--- src/rtl/pc_pkg.sv ---
// pc_pkg: shared types and defaults for the fetch-stage PC unit.
//   state_e      - control FSM states
//   redir_src_e  - redirect source, with fixed branch-over-jump priority
//   RESET_VECTOR_DEF / STEP_DEF - default reset PC and sequential step
package pc_pkg;

   typedef enum logic [1:0] {IDLE, RUN, WAIT} state_e;

   typedef enum logic [1:0] {SRC_NONE, SRC_JUMP, SRC_BRANCH} redir_src_e;

   localparam logic [31:0] RESET_VECTOR_DEF = 32'h0000_0000;
   localparam int unsigned STEP_DEF         = 4;

   // The branch comes from the older instruction (execute), so it wins.
   function automatic redir_src_e redirect_sel(input logic branch, input logic jump);
      if (branch) return SRC_BRANCH;
      if (jump)   return SRC_JUMP;
      return SRC_NONE;
   endfunction

endpackage

--- src/rtl/pc_unit_if.sv ---
// pc_unit_if: instruction-fetch request channel (valid/ready).
//   imem_req_valid - fetch request valid (master -> slave)
//   imem_req_addr  - fetch address       (master -> slave)
//   imem_req_ready - slave accepts       (slave -> master)
interface pc_unit_if #(
   parameter int unsigned XLEN = 32
);
   logic            imem_req_valid;
   logic [XLEN-1:0] imem_req_addr;
   logic            imem_req_ready;

   modport master (output imem_req_valid, output imem_req_addr, input imem_req_ready);
   modport slave  (input imem_req_valid, input imem_req_addr, output imem_req_ready);
endinterface

--- src/rtl/pc_history.sv ---
// pc_history: shift register of accepted fetch addresses.
//   clk     - clock
//   clr_i   - synchronous clear to zero
//   shift_i - shift enable (one accepted address)
//   din_i   - address entering slot 0
//   hist_o  - history, slot 0 most recent
module pc_history #(
   parameter int unsigned XLEN       = 32,
   parameter int unsigned HIST_DEPTH = 2
) (
   input  logic                             clk,
   input  logic                             clr_i,
   input  logic                             shift_i,
   input  logic [XLEN-1:0]                  din_i,
   output logic [HIST_DEPTH-1:0][XLEN-1:0]  hist_o
);

   logic [HIST_DEPTH-1:0][XLEN-1:0] hist_q;

   always_ff @(posedge clk) begin
      if (clr_i) begin
         hist_q <= '0;
      end else if (shift_i) begin
         hist_q[0] <= din_i;
         for (int i = 1; i < HIST_DEPTH; i++) hist_q[i] <= hist_q[i-1];
      end
   end

   assign hist_o = hist_q;

endmodule

--- src/rtl/pc_unit.sv ---
// pc_unit: fetch-stage program counter.
//   clk, rst            - clock, synchronous active-high reset
//   stall               - back-end stall, suppresses new requests
//   branch_taken/target - execute-stage redirect (highest priority)
//   jump_valid/target   - decode-stage redirect
//   imem                - fetch request channel (master side)
//   pc_out              - current PC (also the request address)
//   pc_hist             - accepted-address history, slice 0 most recent
//   redirect_pending    - a redirect is buffered behind a held request
//   target_misalign     - pulse: the applied target had bits [1:0] set
module pc_unit
   import pc_pkg::*;
#(
   parameter int unsigned     XLEN         = 32,
   parameter logic [XLEN-1:0] RESET_VECTOR = XLEN'(RESET_VECTOR_DEF),
   parameter int unsigned     STEP         = STEP_DEF,
   parameter int unsigned     HIST_DEPTH   = 2
) (
   input  logic                       clk,
   input  logic                       rst,
   input  logic                       stall,
   input  logic                       branch_taken,
   input  logic [XLEN-1:0]            branch_target,
   input  logic                       jump_valid,
   input  logic [XLEN-1:0]            jump_target,
   pc_unit_if.master                  imem,
   output logic [XLEN-1:0]            pc_out,
   output logic [HIST_DEPTH*XLEN-1:0] pc_hist,
   output logic                       redirect_pending,
   output logic                       target_misalign
);

   state_e          state_q, state_d;
   logic [XLEN-1:0] pc_q, pc_d;
   logic [XLEN-1:0] pend_tgt_q, pend_tgt_d;
   logic            pend_vld_q, pend_vld_d;
   logic            mis_q, mis_d;

   redir_src_e      src;
   logic [XLEN-1:0] live_tgt, raw_tgt;
   logic            req_valid, hs, apply;
   logic [HIST_DEPTH-1:0][XLEN-1:0] hist;

   assign src      = redirect_sel(branch_taken, jump_valid);
   assign live_tgt = (src == SRC_BRANCH) ? branch_target : jump_target;

   // Once raised (WAIT), the request stays up even if stall asserts.
   always_comb begin
      req_valid = 1'b0;
      case (state_q)
         RUN:     req_valid = !stall;
         WAIT:    req_valid = 1'b1;
         default: req_valid = 1'b0;
      endcase
   end

   assign hs = req_valid & imem.imem_req_ready;

   always_comb begin
      state_d    = state_q;
      pc_d       = pc_q;
      pend_tgt_d = pend_tgt_q;
      pend_vld_d = pend_vld_q;
      raw_tgt    = live_tgt;
      apply      = 1'b0;

      case (state_q)
         IDLE:    state_d = RUN;
         RUN:     if (req_valid && !imem.imem_req_ready) state_d = WAIT;
         WAIT:    if (imem.imem_req_ready) state_d = RUN;
         default: state_d = IDLE;
      endcase

      if (state_q != IDLE) begin
         if (!req_valid || hs) begin
            // PC is free to move: live redirect, then buffered one, then step.
            if (src != SRC_NONE) begin
               apply      = 1'b1;
               pend_vld_d = 1'b0;
            end else if (pend_vld_q) begin
               apply      = 1'b1;
               raw_tgt    = pend_tgt_q;
               pend_vld_d = 1'b0;
            end else if (hs) begin
               pc_d = pc_q + XLEN'(STEP);
            end
         end else if (src != SRC_NONE) begin
            // Address is held on the bus; newest redirect replaces any older one.
            pend_tgt_d = live_tgt;
            pend_vld_d = 1'b1;
         end
      end

      if (apply) pc_d = {raw_tgt[XLEN-1:2], 2'b00};
      mis_d = apply & (raw_tgt[1:0] != 2'b00);
   end

   always_ff @(posedge clk) begin
      if (rst) begin
         state_q    <= IDLE;
         pc_q       <= RESET_VECTOR;
         pend_tgt_q <= '0;
         pend_vld_q <= 1'b0;
         mis_q      <= 1'b0;
      end else begin
         state_q    <= state_d;
         pc_q       <= pc_d;
         pend_tgt_q <= pend_tgt_d;
         pend_vld_q <= pend_vld_d;
         mis_q      <= mis_d;
      end
   end

   pc_history #(.XLEN(XLEN), .HIST_DEPTH(HIST_DEPTH)) u_hist (
      .clk     (clk),
      .clr_i   (rst),
      .shift_i (hs),
      .din_i   (pc_q),
      .hist_o  (hist)
   );

   assign imem.imem_req_valid = req_valid;
   assign imem.imem_req_addr  = pc_q;
   assign pc_out              = pc_q;
   assign pc_hist             = hist;
   assign redirect_pending    = pend_vld_q;
   assign target_misalign     = mis_q;

endmodule

--- src/flat_wrapper.sv ---
// flat-port wrapper written by rule: the top's interface ports become plain ports
module pc_unit_flat import pc_pkg::*;
#(
   parameter int unsigned     XLEN         = 32,
   parameter logic [XLEN-1:0] RESET_VECTOR = XLEN'(RESET_VECTOR_DEF),
   parameter int unsigned     STEP         = STEP_DEF,
   parameter int unsigned     HIST_DEPTH   = 2
)
  (clk, rst, stall, branch_taken, branch_target, jump_valid, jump_target, pc_out, pc_hist, redirect_pending, target_misalign, imem_imem_req_valid, imem_imem_req_addr, imem_imem_req_ready);
  pc_unit_if #(.XLEN(XLEN)) imem_i ();
  input  logic clk;
  input  logic rst;
  input  logic stall;
  input  logic branch_taken;
  input  logic [XLEN-1:0] branch_target;
  input  logic jump_valid;
  input  logic [XLEN-1:0] jump_target;
  output logic [XLEN-1:0] pc_out;
  output logic [HIST_DEPTH*XLEN-1:0] pc_hist;
  output logic redirect_pending;
  output logic target_misalign;
  output wire logic [$bits(imem_i.imem_req_valid)-1:0] imem_imem_req_valid;
  output wire logic [$bits(imem_i.imem_req_addr)-1:0] imem_imem_req_addr;
  input wire logic [$bits(imem_i.imem_req_ready)-1:0] imem_imem_req_ready;
  assign imem_imem_req_valid = imem_i.imem_req_valid;
  assign imem_imem_req_addr = imem_i.imem_req_addr;
  assign imem_i.imem_req_ready = imem_imem_req_ready;
  pc_unit #(.XLEN(XLEN), .RESET_VECTOR(RESET_VECTOR), .STEP(STEP), .HIST_DEPTH(HIST_DEPTH)) u_core (.clk(clk), .rst(rst), .stall(stall), .branch_taken(branch_taken), .branch_target(branch_target), .jump_valid(jump_valid), .jump_target(jump_target), .imem(imem_i), .pc_out(pc_out), .pc_hist(pc_hist), .redirect_pending(redirect_pending), .target_misalign(target_misalign));
endmodule
--- config.mk ---
export PLATFORM = sky130hd
export DESIGN_NAME = pc_unit_flat
export DESIGN_NICKNAME = d
export VERILOG_FILES = /design/src/rtl/pc_pkg.sv /design/src/rtl/pc_unit_if.sv /design/src/rtl/pc_history.sv /design/src/rtl/pc_unit.sv /design/src/flat_wrapper.sv
export SDC_FILE = /design/constraint.sdc
export NUM_CORES = 1
export LEC_CHECK = 0
export ABC_CLOCK_PERIOD_IN_PS = 4300
export CAP_MARGIN = 10
export CORE_UTILIZATION = 51
export DETAILED_ROUTE_END_ITERATION = 7
export PLACE_DENSITY = 0.86
export SLEW_MARGIN = 20
export SYNTH_ARGS = -nofsm -noshare
export SYNTH_HDL_FRONTEND = slang
export SYNTH_SLANG_ARGS = --single-unit
export TNS_END_PERCENT = 20
--- constraint.sdc ---
create_clock -name clk -period 4.3 [get_ports clk]
set_clock_uncertainty 0.1 [all_clocks]
set_input_delay 0.86 -clock clk [delete_from_list [all_inputs] [get_ports clk]]
set_output_delay 0.86 -clock clk [all_outputs]
set_load 0.02 [all_outputs]
# After elaboration in Yosys (flattened, before gate mapping)
# Cells that the tools add are included.
[classes] n_addsub=1 eq_ne=7 mux=28 bitwise_logic=5 n_reduce_logical=19
[ops] cell="32-bit 2-to-1 mux" n=11
[ops] cell="32-bit by 3-bit adder with 32-bit output, second input constant" n=1
[ops] cell="2-bit nonzero test" n=7
[ops] cell="2-bit 2-to-1 mux" n=6
[ops] cell="5-bit AND reduction" n=2
[ops] cell="1-bit 2-to-1 mux" n=9
[ops] cell="2-bit one-hot mux with 3 select lines" n=1
[ops] cell="2-bit equality test, second input constant" n=2
[ops] cell="2-bit by 1-bit inequality test with 1-bit output, second input constant" n=2
[ops] cell="2-bit inequality test, second input constant" n=2
[ops] cell="2-bit AND reduction" n=2
[ops] cell="1-bit logical NOT" n=3
[ops] cell="1-bit inverter" n=3
[ops] cell="3-bit AND reduction" n=1
[ops] cell="1-bit AND" n=2
[ops] cell="2-bit by 1-bit equality test with 1-bit output, second input constant" n=1
[ops] cell="2-bit logical NOT" n=1
[ops] cell="1-bit one-hot mux with 2 select lines" n=1
[ops] cell="2-bit OR reduction" n=1
[ops] cell="1-bit logical AND" n=1
[ops] cell="1-bit logical OR" n=1
[word_totals] regBits=132 in_bits=70 out_inout_bits=131 wordCells=68

# Longest topological paths before layout
# Gate-level depths: netlist of the first run.
[logic_depth] ltp_word=12 mapped_depth=10

# Modules after synthesis
# From an unflattened synthesis of the first run, not the netlist that was laid out.
[hier_totals] hier_cells=721 hier_area_um2=6422.4
[modules_own_cells] module="pc_unit" n_inst=1 cells_each=515 area_each_um2=4131.5
[modules_own_cells] module="pc_history" n_inst=1 cells_each=206 area_each_um2=2290.9

# Worst setup path after synthesis of the first run
# Ideal clock, no wire load.
[synth_timing] path_type="input-to-output" startpoint="input stall" endpoint="output imem_imem_req_valid" arrival_ns=1.538 required_ns=3.340 setup_slack_ns=1.802 stages=2 cell_sequence="nand2b_1 -> a21boi_1"
[synth_via] elab_chain_len=2
[synth_lines] item="from (decl)" line="flat_wrapper.sv:13" source="input logic stall;"
[synth_lines] item="1-bit logical NOT" line="pc_unit.sv:51" source="RUN: req_valid = !stall;"
[synth_lines] item="1-bit one-hot mux with 2 select lines" line="pc_unit.sv:50" source="case (state_q)"
[synth_lines] item="to (decl)" line="flat_wrapper.sv:22" source="output wire logic [$bits(imem_i.imem_req_valid)-1:0] imem_imem_req_valid;"
# Every way passes these cells.

# Worst setup path in the final report of the first run
# Ends and elaborated chain as after synthesis.

==> metrics.csv, run 1 <==
stage,metric,value,unit
placement,io_buffers,192,
pwr,p_int,2.88,mW
pwr,power_frac_clock,0.310,
synthesis,async_flop_share,0,
clock_tree,cts_tree,done,
cells_and_area,fin_nets,990,
routing,ant_nets,0,
routing,avgViaCountPerCell,5.63,
pwr,p_sw,1.77,mW
routing,dr.pass1.iters,5,
synthesis,synth_top_area_frac,0.383,
placement,post-place-ws,0.889,ns
global_route,antenna_found_initial,0,
worst_setup_path,crit_fanout,3,
routing,drc,0,
die,core,12600,um2
clock_tree,holdBufCountCts,0,
worst_setup_path,crit_type,input pin to output pin,
die,dieArea,13400,um2
cells_and_area,instances_no_fill,1100,
cells_and_area,drive_above_1_share,0.102,
sta,setup_tns,0,ns
die,die_w,116,um
global_route,grt_pass1_wl,28600,um
sta,fin_crit_sh,0.813,
global_route,track_usage,0.274,
clock_tree,cts.path.max_buffers,2,
synthesis,synth_edf_count,0,
sta,rsz0062_at_grt,no,
clock_tree,htree_levels,4,
worst_setup_path,worst_setup_path_start_kind,input pin,
clock_tree,cts_setup_buffers,0,
global_route,grt_max_degree,61,
pwr,combPwrFrac,0.344,
synthesis,synth_cell_types,64,
clock_tree,cts_buffers,17,
die,die_y,116,um
pwr,ir_drop,263,uV
die,rows,41,
global_route,grt_pass1_vias,5614,
pwr,p_per_area,526,nW/um2
pwr,swShare,0.381,
routing,vias,6188,
global_route,grt-ovfl-total,0,
sta,slew_headroom,0.546,
cells_and_area,area_growth,34.1,%
run_status,status,finished clean,
routing,detail_route.wl_per_cell,16.8,um
cells_and_area,fill_cells,968,
sta,fmaxAchievable,286,MHz
run,max_cap_viol_count,0,
placement,dp_hpwl,13100,um
die,start_util,0.522,
sta,fin_crit,3.50,ns
synthesis,synth_area,6580,um2
sta,fin_ws,0.802,ns
cells_and_area,n_antenna_cell,0,
die,ios,201,
routing,wl,18500,um
min_path,hold_path_depth,2,
synthesis,ys_seq_elements,126,
synthesis,synth_area_per_cell,8.39,um2
placement,gp_congestion,0.947,
routing,drt-initial-drc-count,598,
clock_tree,clock_latency,0.41,ns
synthesis,ys_warn_count,0,
pwr,p_leak,3.02,nW
clock_tree,cts_root_buf,clkbuf_16,
clock_tree,post_cts_resized,0,
worst_setup_path,end_kind,output pin,
synthesis,yosysTopAreaCell,dfxtp_1,
placement,placed_cells,1068,
clock_tree,cts.clk_slew.worst_paths,0.05,ns
worst_setup_path,worstPathRequired,3.34,ns
min_path,hp-class,register to register,
pwr,power_frac_seq,0.346,
worst_setup_path,arrival,2.54,ns
synthesis,synthFlopType,dfxtp_1,
sta,slew_viol_final,0,
sta,hold_viol,0,
synthesis,seq_area_frac_synth,0.383,
clock_tree,cts_sinks,126,
worst_setup_path,r2r_cells,8,
sta,setup_viol_count_final,0,
synthesis,postSynthCellCount,784,
sta,worst_pin_slew,0.680,ns
synthesis,synth_area_leaders,"dfxtp_1 (38%), nand2_1 (8.1%), a21oi_1 (6.5%), a211oi_2 (5.5%), buf_4 (5.1%)",
-- final timing paths --
path	slack, ns	end	from
worst max register to register	1.46	u_core.u_hist.hist_o[22]	u_core.state_q[0]
worst min-delay path	0.35	u_core.u_hist.hist_o[47]	u_core.u_hist.hist_o[47]
worst min register to register	0.35	u_core.u_hist.hist_o[47]	u_core.u_hist.hist_o[47]
worst max-delay path	0.80	imem_imem_req_valid	stall
-- metal layers --
layer  GRT usage  vias up  wire length [um]
met3      0.0450       33              1250
met2       0.463      285              8910
met4      0.0961        0               352
li1            -     2981                 -
met5           0        -                 0
met1       0.355     2889              7990
-- per-stage QoR --
step	hold slack [ns]	area, um2	power (mW)	util
after global routing	0.373	8830	4.82	0.699
after floorplan	0.355	6610	2.61	-
after global placement	0.342	8220	3.16	0.652
after CTS	0.355	8820	4.62	0.699
after detailed placement	0.347	8220	3.19	0.652
final	0.352	8830	4.64	0.699
-- power by group through the flow --
stage	Combinational (mW)	Clock [mW]	Sequential [mW]
after floorplan	0.973	0	1.63
after global placement	1.55	0	1.62
after detailed placement	1.57	0	1.62
after CTS	1.59	1.44	1.60
after global routing	1.71	1.49	1.62
final	1.60	1.44	1.61
-- final cells by class --
class | count | area, um2 | area share
sequential | 126 | 2520 | 0.286
inverter | 10 | 37.5 | 0.00425
clock buffer | 18 | 439 | 0.0498
multi-input combinational | 556 | 3450 | 0.391
tap | 172 | 215 | 0.0244
clock inverter | 14 | 159 | 0.0180
timing repair buffer | 204 | 2000 | 0.227
-- synthesized netlist by cell type, types with 11 or more instances --
master and number:
nor2_1 56, buf_2 17, nand3_1 12, dfxtp_1 126, buf_4 45, o22ai_1 11, a21oi_1 86, nand2_1 142
a211oi_1 19, mux2i_1 32, a211oi_2 29, clkbuf_1 26, a31oi_1 20, xnor2_1 13
-- flip-flops by register name (all words and copies together) (netlist names) --
register and count:
u_core.target_misalign 1, u_core.pend_tgt_q 32, u_core.redirect_pending 1, u_core.imem.imem_req_addr 30, u_core.u_hist.hist_o 60, u_core.state_q 2
-- cell usage in the layout, fill, tap and decap left out, types with 5 or more instances in the layout --
| cell type | instances |
|---|---|
| a31oi_1 | 20 |
| nand2_1 | 141 |
| clkinv_4 | 5 |
| nor2_1 | 56 |
| xnor2_1 | 13 |
| clkdlybuf4s50_1 | 190 |
| conb_1 | 8 |
| dfxtp_1 | 126 |
| and2_1 | 6 |
| inv_1 | 10 |
| buf_4 | 13 |
| a211oi_2 | 29 |
| o22ai_1 | 11 |
| nand2b_1 | 10 |
| xor2_1 | 7 |
| nand3_1 | 12 |
| o21ai_0 | 8 |
| nand4_1 | 7 |
| ha_1 | 5 |
| nor3_1 | 9 |
| and3_1 | 5 |
| a211oi_1 | 19 |
| mux2i_1 | 32 |
| a21oi_1 | 86 |
| clkbuf_16 | 17 |
-- cell families after synthesis --
family                     synth area share
adders and majority gates           0.00951
DFF                                   0.383
AOI/OAI and AO/OA                     0.232
xor gates and xnor gates             0.0266
and+or+nand+nor                       0.202
buffers and inverters                0.0979
muxes                                0.0487
other                              0.000570
-- worst max-delay path: stages --
cell	delay (ns)
clkdlybuf4s50_1	0.41
nand2b_1	0.25
a21boi_1	0.35
clkdlybuf4s50_1	0.67
(Power assumes the default switching activity.)
==> run 2, diff against run 1 <==
ABC_CLOCK_PERIOD_IN_PS = 3600   (was 4300)
CORE_UTILIZATION = 48   (was 51)
PLACE_DENSITY = 0.82   (was 0.86)
clock period = 3.6 ns   (was 4.3 ns; I/O delays follow)
==> metrics.csv, run 2 (same netlist as run 1, synthesis figures left out) <==
stage,metric,value,unit
placement,dp_hpwl,12500,um
cells_and_area,area_growth,33.2,%
global_route,grt-ovfl-total,0,
pwr,p_per_area,605,nW/um2
routing,drt-initial-drc-count,554,
pwr,p_leak,2.98,nW
die,die_y,119,um
die,ios,201,
sta,fin_crit,3.17,ns
global_route,antenna_found_initial,0,
cells_and_area,instances_no_fill,1103,
sta,fmaxAchievable,315,MHz
sta,fin_crit_sh,0.881,
global_route,track_usage,0.252,
die,start_util,0.495,
clock_tree,cts_setup_buffers,0,
clock_tree,cts.path.max_buffers,2,
global_route,grt_max_degree,61,
cells_and_area,fill_cells,1120,
routing,dr.pass1.iters,5,
cells_and_area,n_antenna_cell,0,
sta,slew_headroom,0.454,
clock_tree,clock_latency,0.42,ns
sta,worst_pin_slew,0.816,ns
clock_tree,cts_root_buf,clkbuf_16,
clock_tree,cts_sinks,126,
worst_setup_path,end_kind,output pin,
worst_setup_path,crit_type,input pin to output pin,
routing,vias,6135,
worst_setup_path,crit_fanout,3,
die,dieArea,14200,um2
clock_tree,holdBufCountCts,0,
routing,drc,0,
cells_and_area,largest_reg_flops,60,
sta,rsz0062_at_grt,no,
run,max_cap_viol_count,0,
placement,io_buffers,192,
placement,placed_cells,1074,
clock_tree,post_cts_resized,0,
cells_and_area,drive_above_1_share,0.0939,
cells_and_area,layout_commonest_cell,clkdlybuf4s50_1,
die,core,13300,um2
pwr,ir_drop,347,uV
placement,gp_congestion,0.849,
global_route,grt_pass1_wl,28000,um
routing,avgViaCountPerCell,5.56,
die,rows,42,
routing,detail_route.wl_per_cell,16.2,um
sta,setup_tns,0,ns
clock_tree,cts.clk_slew.worst_paths,0.05,ns
min_path,hp-class,register to register,
cells_and_area,fin_nets,992,
sta,hold_viol,0,
die,die_w,119,um
global_route,grt_pass1_vias,5356,
worst_setup_path,arrival,2.35,ns
run_status,status,finished clean,
clock_tree,htree_levels,4,
sta,setup_viol_count_final,0,
clock_tree,cts_buffers,17,
worst_setup_path,worstPathRequired,2.78,ns
clock_tree,cts_tree,done,
sta,slew_viol_final,0,
routing,wl,17900,um
routing,ant_nets,0,
cells_and_area,most-common-layout-cells,"clkdlybuf4s50_1 (190), nand2_1 (141), dfxtp_1 (126), a21oi_1 (86), nor2_1 (56)",
worst_setup_path,worst_setup_path_start_kind,input pin,
## run 2: final cells by class
cell class              count  area [um2]  area share
clock buffers              28         507      0.0578
clock inverters             1        5.00    0.000571
inverters                  10        37.5     0.00428
multi-input cells         556        3440       0.393
flip-flops and latches    126        2520       0.288
well taps                 176         220      0.0251
repair buffers            206        2030       0.232
## run 2: worst max-delay path: stages
cell	delay, ns
clkdlybuf4s50_1	0.42
nand2b_1	0.25
a21boi_1	0.29
clkdlybuf4s50_1	0.67
## run 2: routing by layer
metal / global-route usage / up-vias / wire, um
li1: - / 2985 / -
met1: 0.341 / 2867 / 7930
met2: 0.390 / 269 / 8460
met3: 0.0551 / 14 / 1260
met4: 0.0957 / 0 / 207
met5: 0 / - / 0
## run 2: path summary, 6_finish.rpt
path                                               start                             to  slack [ns]  cells after the start
worst min-delay path            u_core.u_hist.hist_o[60]       u_core.u_hist.hist_o[60]        0.35                      2
worst max-delay path                               stall            imem_imem_req_valid        0.43                      4
worst min register to register  u_core.u_hist.hist_o[60]       u_core.u_hist.hist_o[60]        0.35                      2
worst max register to register         u_core.state_q[0]  u_core.imem.imem_req_addr[19]        1.05                      7
## run 2: report_power, final
group | leakage, nW | total [mW] | switching, mW | internal, mW
registers | 1.02 | 1.89 | 0.320 | 1.57
logic | 1.71 | 1.91 | 1.09 | 0.824
clock network | 0.250 | 1.50 | 0.563 | 0.939
## run 2: metrics by stage
stage	setup slack, ns	instance area (um2)	hold WS (ns)	power (mW)	util
detailed placement	0.422	8260	0.348	3.80	0.621
floorplan	1.31	6610	0.355	3.11	-
finish	0.430	8770	0.350	5.30	0.660
global placement	0.436	8260	0.340	3.77	0.621
global route	0.346	8770	0.369	5.53	0.660
CTS	0.424	8770	0.355	5.31	0.660
==> patch (settings of run 2) <==
The 3 states of `state_e` get a one-hot encoding in 3 bits.
--- a/src/rtl/pc_pkg.sv
+++ b/src/rtl/pc_pkg.sv
@@ -4,7 +4,7 @@
 //   RESET_VECTOR_DEF / STEP_DEF - default reset PC and sequential step
 package pc_pkg;
 
-   typedef enum logic [1:0] {IDLE, RUN, WAIT} state_e;
+   typedef enum logic [2:0] {IDLE = 3'b001, RUN = 3'b010, WAIT = 3'b100} state_e;
 
    typedef enum logic [1:0] {SRC_NONE, SRC_JUMP, SRC_BRANCH} redir_src_e;
 
Function: no difference found for any inputs over 4 cycles, from zero or initial values and one cycle with rst high; so few cycles prove little.
==> patch against run 2 <==
  * Final cell count grew 0.63%
  * Synthesized cell count grew 0.51%
  * Area after synthesis decreased by 5.7%
  * Sequential cell count up 1
  * Critical path type unchanged
  * Design area down 1.6%
  * Wire length is 0.25% higher
  * Worst setup slack worse by 120 ps
Power is not compared: it rests on default switching activity, and its combinational part moved more than twofold at a synthesized area within 25%.
==> patch: results (changes against run 2) <==
The flow ran to the end, and the final reports show no timing, DRC or antenna violations. The pin count of the biggest net entering global routing came to 65 (+6.6%). The overall global routing resource usage came out at 0.267 (+0.0153). The worst-case register-to-register setup slack is 1100 ps (+50 ps). In this run the critical register-to-register path is launched from u_core.imem.imem_req_addr[4]. The cell count of the worst reg-to-reg path came out at 6 (-1). The worst hold path begins at u_core.u_hist.hist_o[55]. The post-synthesis cell type count is 59 (-7.8%). The total number of yosys warnings came to 0 (unchanged). The slew at the pin closest to its max-slew limit came out at 658 ps (-158 ps). By area the synthesized netlist is led by sky130_fd_sc_hd__dfxtp_1, sky130_fd_sc_hd__nand2_1, sky130_fd_sc_hd__a21oi_1. The number of fill cells in the layout is 1,055 (-5.8%).

In this run the critical register-to-register path is captured at u_core.imem.imem_req_addr[27]. Ranked by instance count, the synthesized netlist is headed by sky130_fd_sc_hd__nand2_1, sky130_fd_sc_hd__dfxtp_1, sky130_fd_sc_hd__a21oi_1. The net total in the final layout came out at 996 (+0.40%). The via count of the first global-routing pass came out at 5,450 (+1.8%).

The overall routed net length is 17,900 um (+0.25%). The starting DRC count in detailed routing came out at 585 (+5.6%). The class of the worst hold path is flip-flop to flip-flop. The total half-perimeter wirelength after legalization and detailed placement is 12,400 um (-0.62%).

The wire length of the first global-routing pass came out at 27,600 um (-1.7%). The total clock buffers created by CTS came to 17 (unchanged). The layout cell share with drive strength beyond 1 came out at 0.0629 (-0.0310). The average vias per placed instance is 5.47 (-1.7%). The number of setup buffers added after CTS came to 0 (unchanged). The post-cts resize count is 0 (unchanged). The worst endpoint data arrival time came to 2470 ps (+120 ps). The terminating pin of the worst hold path is u_core.u_hist.hist_o[55]. The last weighted congestion value of the routability-driven placer came out at 0.893 (+5.1%). The part of the Yosys area used for sequential elements is 0.410 (+0.0264).
==> patch: changes by cell type in the layout (fill, tap and decap cells not counted), moves of 6 or more <==
cell / delta
sky130_fd_sc_hd__o21ai_0: +10
sky130_fd_sc_hd__a211oi_1: +35
sky130_fd_sc_hd__mux2i_1: -6
sky130_fd_sc_hd__a31oi_1: -19
sky130_fd_sc_hd__nand2_1: +13
sky130_fd_sc_hd__nor2_1: +24
sky130_fd_sc_hd__o22ai_1: -6
sky130_fd_sc_hd__a211oi_2: -29
==> patch: per-layer routing <==
metal  global-route usage  up-vias  share of wire
met3               0.0737       45          0.078
met4               0.0974        0          0.021
met2                0.432      281           0.46
met1                0.341     2780           0.44
li1                     -     2964              -
met5                    0        -              0
==> patch: worst max path at each step <==
stage / from / to / slack (ps) / depth (start not counted)
floorplan: imem_imem_req_ready / u_core.imem.imem_req_addr[24] / 1290 / 6
global placement: stall / imem_imem_req_valid / 350 / 5
detailed placement: stall / imem_imem_req_valid / 310 / 5
CTS: stall / imem_imem_req_valid / 320 / 5
global route: stall / imem_imem_req_valid / 250 / 5
finish: stall / imem_imem_req_valid / 310 / 5
==> patch: cell type report <==
cell class,count,area (um^2),share of cell area
clock buffer,23,488,0.0566
clock inverter,9,179,0.0207
inverter,14,52.6,0.00609
multi-input combinational,561,3130,0.363
sequential,127,2540,0.295
tap,172,215,0.0250
timing repair buffer,204,2020,0.234
==> patch: cells by family (layout without fill, tap and decap cells) <==
family	after synthesis	in the layout	synth area share
and+or+nand+nor	303	303	0.216
AOI/OAI and AO/OA	201	201	0.206
DFF	127	127	0.410
buffers and inverters	107	250	0.0913
muxes	28	28	0.0456
xor gates and xnor gates	20	20	0.0282
adders and majority gates	1	1	0.00202
other	1	8	0.000604
==> patch: metrics by stage <==
stage	setup WS [ps]	power [uW]	hold WS (ps)	instances	cell area, um^2
detailed placement	313	2520	347	1078	7960
global route	253	4590	376	1110	8620
finish	314	4440	353	1110	8620
global placement	349	2510	341	1078	7960
floorplan	1290	2170	373	795	6230
CTS	321	4440	355	1110	8620
==> patch: critical path: stages <==
cell                              delay (ps)
sky130_fd_sc_hd__clkdlybuf4s50_1         450
sky130_fd_sc_hd__or3b_4                  420
sky130_fd_sc_hd__a21o_1                  220
sky130_fd_sc_hd__inv_1                    60
sky130_fd_sc_hd__clkdlybuf4s50_1         590
==> patch: where the power goes <==
group | switching, uW | internal [uW] | total, uW
Combinational | 463 | 408 | 871
Sequential | 156 | 1480 | 1640
Clock | 624 | 1300 | 1930
Total | 1240 | 3190 | 4440
